### config.mk
export PLATFORM = sky130hd
export DESIGN_NAME = sd_ctrl_regs
export DESIGN_NICKNAME = d
export VERILOG_FILES = /design/src/rtl/sd_pkg.sv /design/src/rtl/sd_fifo.sv /design/src/rtl/sd_ctrl_regs.sv
export SDC_FILE = /design/constraint.sdc
export NUM_CORES = 1
export LEC_CHECK = 0
export CAP_MARGIN = 5
export CORE_MARGIN = 4
export CORE_UTILIZATION = 60
export DETAILED_ROUTE_END_ITERATION = 6
export HOLD_SLACK_MARGIN = 0.03
export PLACE_DENSITY = 0.81
export SLEW_MARGIN = 10
export SYNTH_ARGS = -nofsm -noshare
export SYNTH_HDL_FRONTEND = slang
export SYNTH_SLANG_ARGS = --single-unit
### constraint.sdc
create_clock -name pclk -period 3.8 [get_ports pclk]
set_input_delay 0.38 -clock pclk [delete_from_list [all_inputs] [get_ports pclk]]
set_output_delay 0.38 -clock pclk [all_outputs]
set_load 0.01 [all_outputs]
### src/rtl/sd_pkg.sv
// Shared definitions for the SD controller register block:
// FSM encodings, control/status bit positions and the FIFO event record.
package sd_pkg;
  typedef logic [1:0] state_t;
  localparam state_t S_IDLE  = 2'd0;
  localparam state_t S_ISSUE = 2'd1;
  localparam state_t S_WAIT  = 2'd2;

  localparam int CTRL_CMD_W    = 8;
  localparam int CTRL_LD_FLUSH = 13;
  localparam int CTRL_ST_FLUSH = 14;
  localparam int CTRL_START    = 15;

  localparam int STS_BUSY     = 0;
  localparam int STS_DONE     = 1;
  localparam int STS_ERR      = 2;
  localparam int STS_ST_FULL  = 3;
  localparam int STS_ST_EMPTY = 4;
  localparam int STS_LD_FULL  = 5;
  localparam int STS_LD_EMPTY = 6;
  localparam int STS_OVF      = 7;
  localparam int STS_UNF      = 8;
  localparam int STS_LDCNT_LO = 9;
  localparam int STS_LDCNT_W  = 5;

  typedef struct packed {
    logic ovf;
    logic unf;
  } fifo_evt_t;
endpackage

### src/rtl/sd_fifo.sv
// Show-ahead FIFO with single-cycle flush; reports rejected pushes and pops
// as one-cycle events so the parent can keep sticky flags.
module sd_fifo
  import sd_pkg::*;
#(
  parameter int DEPTH = 16,
  parameter int WIDTH = 16,
  parameter int CW    = $clog2(DEPTH) + 1
) (
  input  logic             clk,
  input  logic             rst_n,
  input  logic             enq,
  input  logic             deq,
  input  logic             flush,
  input  logic [WIDTH-1:0] wdata,
  output logic             full,
  output logic             empty,
  output logic [CW-1:0]    count,
  output logic [WIDTH-1:0] head,
  output fifo_evt_t        evt
);
  localparam int AW = $clog2(DEPTH);

  logic [WIDTH-1:0] mem [DEPTH];
  logic [AW-1:0]    wr_ptr, rd_ptr;
  logic             do_enq, do_deq;

  assign empty  = (count == '0);
  assign full   = (count == CW'(DEPTH));
  assign head   = mem[rd_ptr];
  // A push into a full FIFO is fine when the head leaves in the same cycle.
  assign do_enq = enq & (~full | deq);
  assign do_deq = deq & ~empty;

  always_comb begin
    evt     = '0;
    evt.ovf = ~flush & enq & full & ~deq;
    evt.unf = ~flush & deq & empty & ~enq;
  end

  always_ff @(posedge clk) begin
    if (do_enq & ~flush) mem[wr_ptr] <= wdata;
  end

  always_ff @(posedge clk or negedge rst_n) begin
    if (!rst_n) begin
      wr_ptr <= '0;
      rd_ptr <= '0;
      count  <= '0;
    end else if (flush) begin
      wr_ptr <= '0;
      rd_ptr <= '0;
      count  <= '0;
    end else begin
      if (do_enq) wr_ptr <= wr_ptr + 1'b1;
      if (do_deq) rd_ptr <= rd_ptr + 1'b1;
      case ({do_enq, do_deq})
        2'b10:   count <= count + 1'b1;
        2'b01:   count <= count - 1'b1;
        default: count <= count;
      endcase
    end
  end
endmodule

### src/rtl/sd_ctrl_regs.sv
// APB-facing register block of the SD controller: ST/LD data buffers,
// address/control registers, status word and the command issue FSM.
module sd_ctrl_regs
  import sd_pkg::*;
#(
  parameter int DEPTH = 16,
  parameter int CW    = $clog2(DEPTH) + 1
) (
  input  logic        pclk,
  input  logic        preset,
  input  logic [15:0] data_i,
  input  logic        st_buf_enq,
  input  logic        addr_reg_ld,
  input  logic        ctrl_reg_ld,
  input  logic        ld_buf_deq,
  output logic [15:0] ld_buf_data_o,
  output logic [15:0] status_reg_data_o,
  input  logic        st_deq_i,
  output logic [15:0] st_data_o,
  output logic        st_empty_o,
  input  logic        ld_enq_i,
  input  logic [15:0] ld_data_i,
  output logic        ld_full_o,
  output logic        cmd_start_o,
  output logic [7:0]  cmd_o,
  output logic [15:0] addr_o,
  input  logic        eng_done_i,
  input  logic        eng_err_i
);
  state_t          state;
  logic            done_r, err_r, ovf_r, unf_r;
  logic            st_full, st_empty, ld_full, ld_empty;
  logic [CW-1:0]   st_count, ld_count;
  logic [15:0]     ld_head;
  fifo_evt_t       st_evt, ld_evt;
  logic            start_acc, st_flush, ld_flush;
  logic            unused_st_count;

  assign st_flush  = ctrl_reg_ld & data_i[CTRL_ST_FLUSH];
  assign ld_flush  = ctrl_reg_ld & data_i[CTRL_LD_FLUSH];
  assign start_acc = ctrl_reg_ld & data_i[CTRL_START] & (state == S_IDLE);
  assign unused_st_count = ^st_count;

  sd_fifo #(.DEPTH(DEPTH), .WIDTH(16), .CW(CW)) u_st_fifo (
    .clk(pclk), .rst_n(preset),
    .enq(st_buf_enq), .deq(st_deq_i), .flush(st_flush), .wdata(data_i),
    .full(st_full), .empty(st_empty), .count(st_count), .head(st_data_o),
    .evt(st_evt)
  );

  sd_fifo #(.DEPTH(DEPTH), .WIDTH(16), .CW(CW)) u_ld_fifo (
    .clk(pclk), .rst_n(preset),
    .enq(ld_enq_i), .deq(ld_buf_deq), .flush(ld_flush), .wdata(ld_data_i),
    .full(ld_full), .empty(ld_empty), .count(ld_count), .head(ld_head),
    .evt(ld_evt)
  );

  assign st_empty_o    = st_empty;
  assign ld_full_o     = ld_full;
  assign ld_buf_data_o = ld_empty ? 16'h0000 : ld_head;
  assign cmd_start_o   = (state == S_ISSUE);

  always_comb begin
    status_reg_data_o = '0;
    status_reg_data_o[STS_BUSY]     = (state != S_IDLE);
    status_reg_data_o[STS_DONE]     = done_r;
    status_reg_data_o[STS_ERR]      = err_r;
    status_reg_data_o[STS_ST_FULL]  = st_full;
    status_reg_data_o[STS_ST_EMPTY] = st_empty;
    status_reg_data_o[STS_LD_FULL]  = ld_full;
    status_reg_data_o[STS_LD_EMPTY] = ld_empty;
    status_reg_data_o[STS_OVF]      = ovf_r;
    status_reg_data_o[STS_UNF]      = unf_r;
    status_reg_data_o[STS_LDCNT_LO +: STS_LDCNT_W] = STS_LDCNT_W'(ld_count);
  end

  always_ff @(posedge pclk or negedge preset) begin
    if (!preset) begin
      state  <= S_IDLE;
      cmd_o  <= '0;
      addr_o <= '0;
      done_r <= 1'b0;
      err_r  <= 1'b0;
      ovf_r  <= 1'b0;
      unf_r  <= 1'b0;
    end else begin
      if (addr_reg_ld) addr_o <= data_i;
      case (state)
        S_IDLE:  if (start_acc) begin
                   cmd_o <= data_i[CTRL_CMD_W-1:0];
                   state <= S_ISSUE;
                 end
        S_ISSUE: state <= S_WAIT;
        S_WAIT:  if (eng_done_i) state <= S_IDLE;
        default: state <= S_IDLE;
      endcase
      if (start_acc) begin
        done_r <= 1'b0;
        err_r  <= 1'b0;
      end else if (state == S_WAIT && eng_done_i) begin
        done_r <= 1'b1;
        err_r  <= eng_err_i;
      end
      // Events from the launching cycle itself survive the clear.
      ovf_r <= (ovf_r & ~start_acc) | st_evt.ovf | ld_evt.ovf;
      unf_r <= (unf_r & ~start_acc) | st_evt.unf | ld_evt.unf;
    end
  end
endmodule

==> flow_summary.ini, run 1 <==
[status]
status = finished, final reports clean

[pwr]
ir_drop_mv = 0.6485
leakage_nw = 8.666
p_per_area_mw_per_mm2 = 701.9

[setup_path]
max_stage_delay_ps = 580
reg2reg_depth = 9
cp.required_ps = 3420
crit_type = register to primary output
crit_arrival_ps = 3230
end_kind = primary output
critPathSlowestCell = mux4_2
rrSetupSlack_ps = 1080
cp_common_cell = mux4_2
critPathMaxFanout = 12
crit_chain = buf_4 > mux4_2 > mux4_2 > and2_1 > clkdlybuf4s50_1
start_kind = register

[timing]
final.period_utilization_pct = 94.88
hold_viol_final = 0
setup-tns-final_ps = 0
fmax_ghz = 0.2774
period_minus_slack_ps = 3605
slew_viol_final = 0
setup_violations = 0
slew_headroom_pct = 24.10
hold_slack_ps = 446.5
grt_setup_unrepaired = no
clock_skew_ps = 13.97
worst_slew_pin_slew_ps = 1139

[cts]
clkSinkCount = 568
clock-root-buffer = clkbuf_16
tritoncts = built
clockBufferDepth = 3
path_clk_slew_ps = 60
cts_htree_levels = 2
cts_buffers = 54
worstSkewPairLatency_ps = 590

[synth]
ys_ff_latch = 568
synthXorXnorAreaFrac_pct = 0.5466
synth_area_mm2 = 0.02243
ys_types = 52
synth_top_family_by_area = multiplexers
synth-adder-area-share_pct = 0.7809
synth_ff_type = edfxtp_1
muxShareOfSynthArea_pct = 17.15
synth-simple-area-share_pct = 3.799
seq_area_frac_synth_pct = 74.79
synth_compound_area_share_pct = 1.210
async_flop_share_pct = 9.859
synth_area_per_cell_um2 = 20.91
yosysWarningCount = 0
synth-edff-count = 512
synthCells = 1073

[global_routing]
grt_pass1_vias = 11820
grt_pass1_wl_um = 78100
gr-usage-all-layers_pct = 26.00
grt_max_degree = 68
grt_overflow = 0
antenna_found_initial = 2

[min_path]
min_path_type = input port to async pin

[layout]
final_cell_mix = edfxtp_1 (512), mux4_2 (160), clkdlybuf4s50_1 (113)
num-fill-cells = 2116
num_antenna_cells = 0
layout_commonest_cell = edfxtp_1
fin_nets = 1291
drive_gt1_share_pct = 27.78
multi_input_area_mm2 = 0.005355
register_area_mm2 = 0.01679
syn2layout_area_growth_pct = 17.00

[die]
core-area_mm2 = 0.03679
die_area_mm2 = 0.04054
die_x_um = 201.4
io_pins = 117
rows = 70
fp.dieH_um = 201.4
start_util_pct = 60.98

[placement]
dpl.hpwl_um = 28620
gp_congestion = 0.8331
port_buffers = 114

[route]
wl_per_cell_um = 29.62
antenna_left = 0
drt-initial-drc-count = 1140
drc = 0
viasPerCell = 6.462
drt-pass1-iter-count = 6
wl_um = 51720
routed-via-count = 11280

[flow_run]
cap_violations = 0
[report_power, final]
part / internal (mW) / switching (mW) / leakage [nW]
Combinational: 2.75 / 2.41 / 2.44
Clock: 3.32 / 2.26 / 0.913
Sequential: 7.29 / 0.393 / 5.32
[layout make-up]
cell class              count  share of cell area [%]
well taps                 468                   2.231
inverters                  12                  0.1716
flip-flops and latches    568                   63.96
clock buffers              61                   5.330
multi-input cells         431                   20.40
clock inverters            38                   1.688
repair buffers            168                   6.217
[worst max-delay path, delay by kind of cell (launching register included)]
family                 cells  cell delay (ps)
buffers and inverters      2              830
and+or+nand+nor            1              190
DFF                        1              500
muxes                      2             1110
[logic make-up after synthesis]
| kind of cell | Yosys count |
|---|---|
| fa+ha+maj | 14 |
| xor+xnor | 14 |
| buf+inv | 75 |
| mux | 182 |
| compound gates | 41 |
| other cells | 1 |
| flops | 568 |
| simple gates | 178 |
[layer usage]
metal / routed length [um] / share of wire [%] / global-route usage (%)
met5: 21 / 0.041 / 0
met4: 2003 / 3.9 / 9.473
met3: 3935 / 7.6 / 4.625
met2: 27510 / 53 / 44.89
met1: 18250 / 35 / 33.76
[flip-flops by register name (all words and copies together), names as in the netlist, 2 cells and up]
register,count
u_ld_fifo.mem,256
u_st_fifo.mem,256
addr_o,16
cmd_o,8
u_ld_fifo.count,5
u_st_fifo.count,5
u_ld_fifo.rd_ptr,4
u_ld_fifo.wr_ptr,4
u_st_fifo.rd_ptr,4
u_st_fifo.wr_ptr,4
state,2
[worst paths after layout]
check | start | to
worst max-delay path | u_ld_fifo.rd_ptr[0]$_DFFE_PN0P_ | ld_buf_data_o[15]
worst min-delay path | preset | u_ld_fifo.count[0]$_DFFE_PN0P_
worst max register to register | u_st_fifo.count[0]$_DFFE_PN0P_ | u_st_fifo.count[4]$_DFFE_PN0P_
worst min register to register | cmd_o[0]$_DFFE_PN0P_ | cmd_o[0]$_DFFE_PN0P_
max in group asynchronous | preset | u_st_fifo.rd_ptr[0]$_DFFE_PN0P_
min in group pclk | eng_err_i | err_r$_DFFE_PN0P_
[synth_stat cells (all sizes together) (2+ instances only)]
cell type / count / share of area (%)
a211oi: 4 / 0.13
a21oi: 14 / 0.33
a22oi: 2 / 0.067
and2: 18 / 0.50
and3: 2 / 0.056
buf: 39 / 1.1
clkbuf: 24 / 0.40
dfrtp: 56 / 6.2
edfxtp: 512 / 69
ha: 14 / 0.78
inv: 11 / 0.18
mux2: 18 / 0.90
mux2i: 4 / 0.18
mux4: 160 / 16
nand2: 55 / 0.93
nand2b: 8 / 0.22
nand3: 12 / 0.27
nor2: 53 / 0.89
nor2b: 5 / 0.17
nor3: 9 / 0.20
nor3b: 2 / 0.067
nor4: 3 / 0.15
o21a: 2 / 0.067
o21ai: 8 / 0.18
o31ai: 2 / 0.067
or2: 4 / 0.11
or3: 4 / 0.11
or4: 2 / 0.084
xnor2: 6 / 0.23
xor2: 8 / 0.31
[per-stage QoR]
stage / power (mW) / utilization, % / area, um2 / worst slack, ps / std cells
final: 18.42 / 71.35 / 26250 / 194.7 / 1746
after global routing: 19.16 / 71.35 / 26250 / 89.42 / 1746
after CTS: 18.55 / 71.35 / 26250 / 165.9 / 1746
after detailed placement: 12.87 / 66.25 / 24370 / 577.8 / 1643
after global placement: 12.71 / 66.25 / 24370 / 659.8 / 1643
after floorplan: 10.94 / - / 22440 / 952.8 / 1074
[timing repair]
item / 4_1_cts / 5_1_grt
hold buffers: 1 / 0
gates resized for setup: 0 / 0
endpoints found under the hold margin: 27 / 0
setup endpoints to repair: 8 / 0
buffers inserted: 3 / 0
No activity file was read; power rests on OpenSTA's default activity.
==> inputs of run 2 (changes only) <==
- CELL_PAD_IN_SITES_DETAIL_PLACEMENT: not set -> 0
- CELL_PAD_IN_SITES_GLOBAL_PLACEMENT: not set -> 1
- CORE_UTILIZATION: 60 -> 53
- GPL_TIMING_DRIVEN: not set -> 1
==> flow_summary.ini, run 2 (synthesis gave the netlist of run 1 again) <==
[status]
status = finished, final reports clean

[layout]
drive_gt1_share_pct = 26.53
layout_commonest_cell = edfxtp_1
num-fill-cells = 2827
final_cell_mix = edfxtp_1 (512), mux4_2 (160), clkdlybuf4s50_1 (113)
fin_nets = 1290
fin_area_mm2 = 0.02622
largest_registers = u_ld_fifo.mem (256), u_st_fifo.mem (256), addr_o (16)
fin_util_pct = 62.66
syn2layout_area_growth_pct = 16.91

[setup_path]
reg2reg_depth = 9
critPathSlowestCell = mux4_2
cp_num_cells = 5
critPathTopFamily = multiplexers
crit_type = register to primary output
cp.required_ps = 3420
critPathMaxFanout = 67
max_stage_delay_ps = 620
critPathCapture = ld_buf_data_o[0]
start_kind = register
crit_path_start = u_ld_fifo.rd_ptr[0]$_DFFE_PN0P_
r2r_start = u_st_fifo.count[0]$_DFFE_PN0P_
path_buf_inv = 2
crit_chain = buf_12 > mux4_2 > mux4_2 > and2_1 > clkdlybuf4s50_1
end_kind = primary output
cp_common_cell = mux4_2
rr_endpoint = u_st_fifo.count[4]$_DFFE_PN0P_
rrSetupSlack_ps = 1110
crit_arrival_ps = 3260

[timing]
fmax_ghz = 0.2751
final.period_utilization_pct = 95.67
clock_skew_ps = 19.81
hold_viol_final = 0
worst_slew_pin_slew_ps = 1138
slew_viol_final = 0
slew_headroom_pct = 24.15
setup-tns-final_ps = 0
grt_setup_unrepaired = no
period_minus_slack_ps = 3635
setup_violations = 0

[global_routing]
gr-usage-all-layers_pct = 21.26
grt_pass1_wl_um = 71470
antenna_found_initial = 3
grt_overflow = 0
grt_max_degree = 68
grt_pass1_vias = 11280

[cts]
cts_htree_levels = 2
worstSkewPairLatency_ps = 610
clock-root-buffer = clkbuf_16
tritoncts = built
clockBufferDepth = 3
path_clk_slew_ps = 60
cts_buffers = 55
clkSinkCount = 568

[route]
routed-via-count = 10830
viasPerCell = 5.954
drt-initial-drc-count = 973
wl_per_cell_um = 26.14
drt-pass1-iter-count = 5
wl_um = 47520
drc = 0
antenna_left = 0

[placement]
dpl_cell_area_mm2 = 0.02442
gp_congestion = 0.8107
dpl.hpwl_um = 26620
port_buffers = 114

[die]
io_pins = 117
die_area_mm2 = 0.04568
rows = 75
fp.dieH_um = 213.7
core-area_mm2 = 0.04185
die_x_um = 213.7
start_util_pct = 53.60

[flow_run]
cap_violations = 0

[min_path]
min_path_type = input port to register

[pwr]
p_per_area_mw_per_mm2 = 686.4
ir_drop_mv = 0.4996
leakage_nw = 8.606
## run 2: layout make-up
cell class	instances	area (um2)	area share, %
flip-flops and latches	568	16790	64.01
multi-input cells	431	5335	20.34
repair buffers	166	1592	6.069
clock buffers	71	1506	5.745
well taps	539	674.4	2.572
clock inverters	30	282.8	1.078
inverters	12	45.04	0.1718
diodes	1	2.502	0.009542
## run 2: routing by layer
layer / global-route usage (%) / vias to the layer above / wire length (um)
met1: 28.08 / 5657 / 18130
met3: 4.097 / 83 / 3208
met4: 6.356 / 2 / 1196
met5: 0 / - / 13
li1: - / 4674 / -
met2: 36.62 / 409 / 24970
## run 2: through the flow
step                hold WS (ps)  worst slack (ps)  cells  power (mW)
global placement           462.4             753.3   1715       12.75
floorplan                  84.41             952.8   1074       10.94
detailed placement         468.6             721.6   1715       12.82
finish                     379.5             164.6   1818       18.00
CTS                        355.6             114.0   1817       18.20
global route               405.2             13.47   1817       18.81
## run 2: repair_timing
action,CTS,global route
hold buffers,1,0
hold endpoints to repair,41,0
setup buffers,0,0
gates resized for setup,0,0
## run 2: worst min-delay path by stage
stage                    startpoint                     to  slack [ps]  cells past startpoint
4_1_cts                   eng_err_i      err_r$_DFFE_PN0P_         360                      3
3_3_place_gp   cmd_o[1]$_DFFE_PN0P_   cmd_o[1]$_DFFE_PN0P_         460                      2
3_5_place_dp   cmd_o[6]$_DFFE_PN0P_   cmd_o[6]$_DFFE_PN0P_         470                      2
2_1_floorplan                preset  addr_o[0]$_DFFE_PN0P_          80                      0
6_report                  eng_err_i      err_r$_DFFE_PN0P_         380                      3
5_1_grt                   eng_err_i      err_r$_DFFE_PN0P_         410                      3
## run 2: power breakdown
group          switching (mW)  internal (mW)  leakage [nW]
logic                    2.29           2.71          2.42
clock network            2.29           3.08         0.870
registers               0.337           7.29          5.32
total                    4.92           13.1          8.61
## run 2: worst min-delay path, cell delays in order
cell	delay [ps]
clkdlybuf4s50_1	390
mux2i_1	120
nor2_1	50
==> RTL change, RTL diff (flow settings as in run 1) <==
Reset style: synchronous (`preset` and `rst_n`), changed in 2 clocked blocks.
--- a/src/rtl/sd_fifo.sv
+++ b/src/rtl/sd_fifo.sv
@@ -43,5 +43,5 @@
   end
 
-  always_ff @(posedge clk or negedge rst_n) begin
+  always_ff @(posedge clk) begin
     if (!rst_n) begin
       wr_ptr <= '0;
--- a/src/rtl/sd_ctrl_regs.sv
+++ b/src/rtl/sd_ctrl_regs.sv
@@ -75,5 +75,5 @@
   end
 
-  always_ff @(posedge pclk or negedge preset) begin
+  always_ff @(posedge pclk) begin
     if (!preset) begin
       state  <= S_IDLE;
Function: differs if preset is asserted again (counterexample within 4 cycles, from zero or initial values and one cycle with preset low); with preset held inactive, the same outputs for 4 cycles.
==> RTL change against run 1 <==
- count of clock-buffer cells in the layout increased by 18
- maximum frequency increased by 2.5%
- cell area decreased by 0.21%
- routed wire length decreased by 2.2%
- worst setup slack improved by 0.088 ns
- sequential cell count increased by 8
- area after synthesis increased by 0.50%
- critical endpoint is now ld_buf_data_o[12]
- highest routed layer unchanged
Power is not compared: it rests on default switching activity, and its combinational part moved more than twofold at a synthesized area within 25%.
==> RTL change: results (changes against run 1) <==
met1_usage_pct: 35.4  # +1.7 points
synth-main-ff-cell: "edfxtp_1"
clk_latency_ns: 0.57  # -0.02 ns
max-vdd-ir-drop_uv: 390
grt_pass1_vias: 12300  # +4.1%
num_antenna_cells: 0  # unchanged
ys_async_sr_fraction_pct: 0  # -9.9 points
synth_cell_type_count: 48  # -7.7%
clk_path_buf_depth: 3  # unchanged
dpl.hpwl_mm: 27.8  # -2.9%
leakage_nw: 8.41
clk_pin_slew_ns: 0.06  # about the same
cts_resized: 0  # unchanged
clock-skew-final_ns: 0.0137  # -0.000288 ns
cp_max_fo: 46  # +34
vias_per_cell: 6.33  # -2.1%
grt_use_met2_pct: 40.6  # -4.3 points
timing.slew.headroom_pct: 33.4  # +9.3 points
ys_seq_area_share_pct: 73.9  # -0.91 points
gp_routability_congestion: 0.764  # -8.4%
cp_slowest_cell: "dfxtp_4"
cp.arrival_ns: 3.14  # -0.09 ns
dpl-instance-area_sq_um: 24400  # +0.25%
synth_area_leaders: "edfxtp_1 (68%), mux4_2 (12%), dfxtp_1 (5.7%)"
cts.htree.levels: 2  # unchanged
cts_buffers: 54  # unchanged
drtPass1Iterations: 5  # -1
synth_edf_count: 512  # unchanged
grt_max_degree: 47  # -31%
hold_path.class: "in -> reg"
antenna_found_initial: 1  # -1
root_buffer: "clkbuf_16"
grt.met3_usage_pct: 5.01  # +0.38 points
swShare_pct: 22.6
nNetsFinal: 1378  # +6.7%
status: "completed"
synth_commonest_cells: "edfxtp_1 (512), mux4_2 (121), nor2_1 (65)"
drtIter0Drc: 1235  # +8.3%
wirelength_mm: 50.6  # -2.2%
grt_pass1_wl_mm: 76.8  # -1.6%
port_buffers: 114  # unchanged
largestRegisters: "u_ld_fifo.mem (256), u_st_fifo.mem (256), addr_o (16)"
drive_above_1_share_pct: 20.0  # -7.8 points
yosys_warnings: 0  # unchanged
post-cts-setup-buffers: 0  # -3
slowest_delay_ns: 0.84  # +0.26 ns
track_usage_pct: 25.0  # -0.97 points
## RTL change: cell types whose count changed after synthesis, moves of 8 or more
cell and change:
nand2b_1 -8, mux2i_1 +33, nor2b_1 +15, dfxtp_1 +64
dfrtp_1 -56, mux4_2 -39, nand3_1 -8, mux2_2 -18
nor2_1 +12, buf_4 +11, a22oi_1 +30, a211oi_1 +22
## RTL change: critical path, delay by kind of cell, from the launching register on
kind | cells | cell delay (ns)
flip-flops | 1 | 0.84
buffers and inverters | 2 | 0.85
AO/OA/AOI/OAI | 1 | 0.11
multiplexers | 2 | 0.72
## RTL change: power groups by stage
stage | sequential (mW) | clock (mW) | combinational (mW)
global placement | 7.27 | 0 | 1.52
CTS | 7.15 | 5.36 | 1.59
detailed placement | 7.28 | 0 | 1.56
floorplan | 7.17 | 0 | 1.05
global route | 7.16 | 5.67 | 1.68
finish | 7.14 | 5.31 | 1.57
## RTL change: routing by layer
metal / up-vias / share of wire, %
li1: 4992 / -
met1: 6039 / 38
met2: 696 / 50
met3: 87 / 9.8
met4: 2 / 2.2
met5: - / 0.026
## RTL change: area by class of cell
| type | count | area [sq um] |
|---|---|---|
| timing repair buffer | 170 | 1650 |
| sequential | 576 | 16700 |
| clock inverter | 22 | 188 |
| fill | 2094 | 10700 |
| clock buffer | 79 | 1570 |
| multi-input combinational | 497 | 5410 |
| inverter | 20 | 75.1 |
| tap | 504 | 631 |
## RTL change: worst paths after layout
path	cells after the start	slack [ns]	from	to
setup reg to reg	11	0.80	u_st_fifo.count[1]$_SDFFE_PP0P_	u_st_fifo.count[4]$_SDFFE_PP0P_
hold reg to reg	2	0.46	done_r$_SDFFE_PP0P_	done_r$_SDFFE_PP0P_
setup / recovery	5	0.28	flop	ld_buf_data_o[12]
hold / removal	3	0.46	eng_err_i	err_r$_SDFFE_PP0P_
## RTL change: through the flow
stage / worst slack [ns] / hold WS [ns] / utilization (%) / instances
CTS: 0.221 / 0.435 / 71.0 / 1868
detailed placement: 0.646 / 0.446 / 66.3 / 1767
finish: 0.283 / 0.456 / 71.0 / 1868
global placement: 0.758 / 0.439 / 66.3 / 1767
global route: 0.124 / 0.464 / 71.0 / 1868
floorplan: 1.13 / 0.423 / - / 1163
## RTL change: cells by family (layout without fill, tap and decap cells)
family / after synthesis / count (layout) / share of synthesized area [%]
flip-flops: 576 / 576 / 73.9
AND/OR/NAND/NOR: 188 / 188 / 4.13
multiplexers: 165 / 165 / 14.5
AO/OA/AOI/OAI: 104 / 104 / 3.51
buffers and inverters: 90 / 291 / 2.15
XOR/XNOR: 21 / 21 / 0.816
adder cells (fa/ha/maj): 17 / 17 / 0.943
other: 1 / 2 / 0.0166
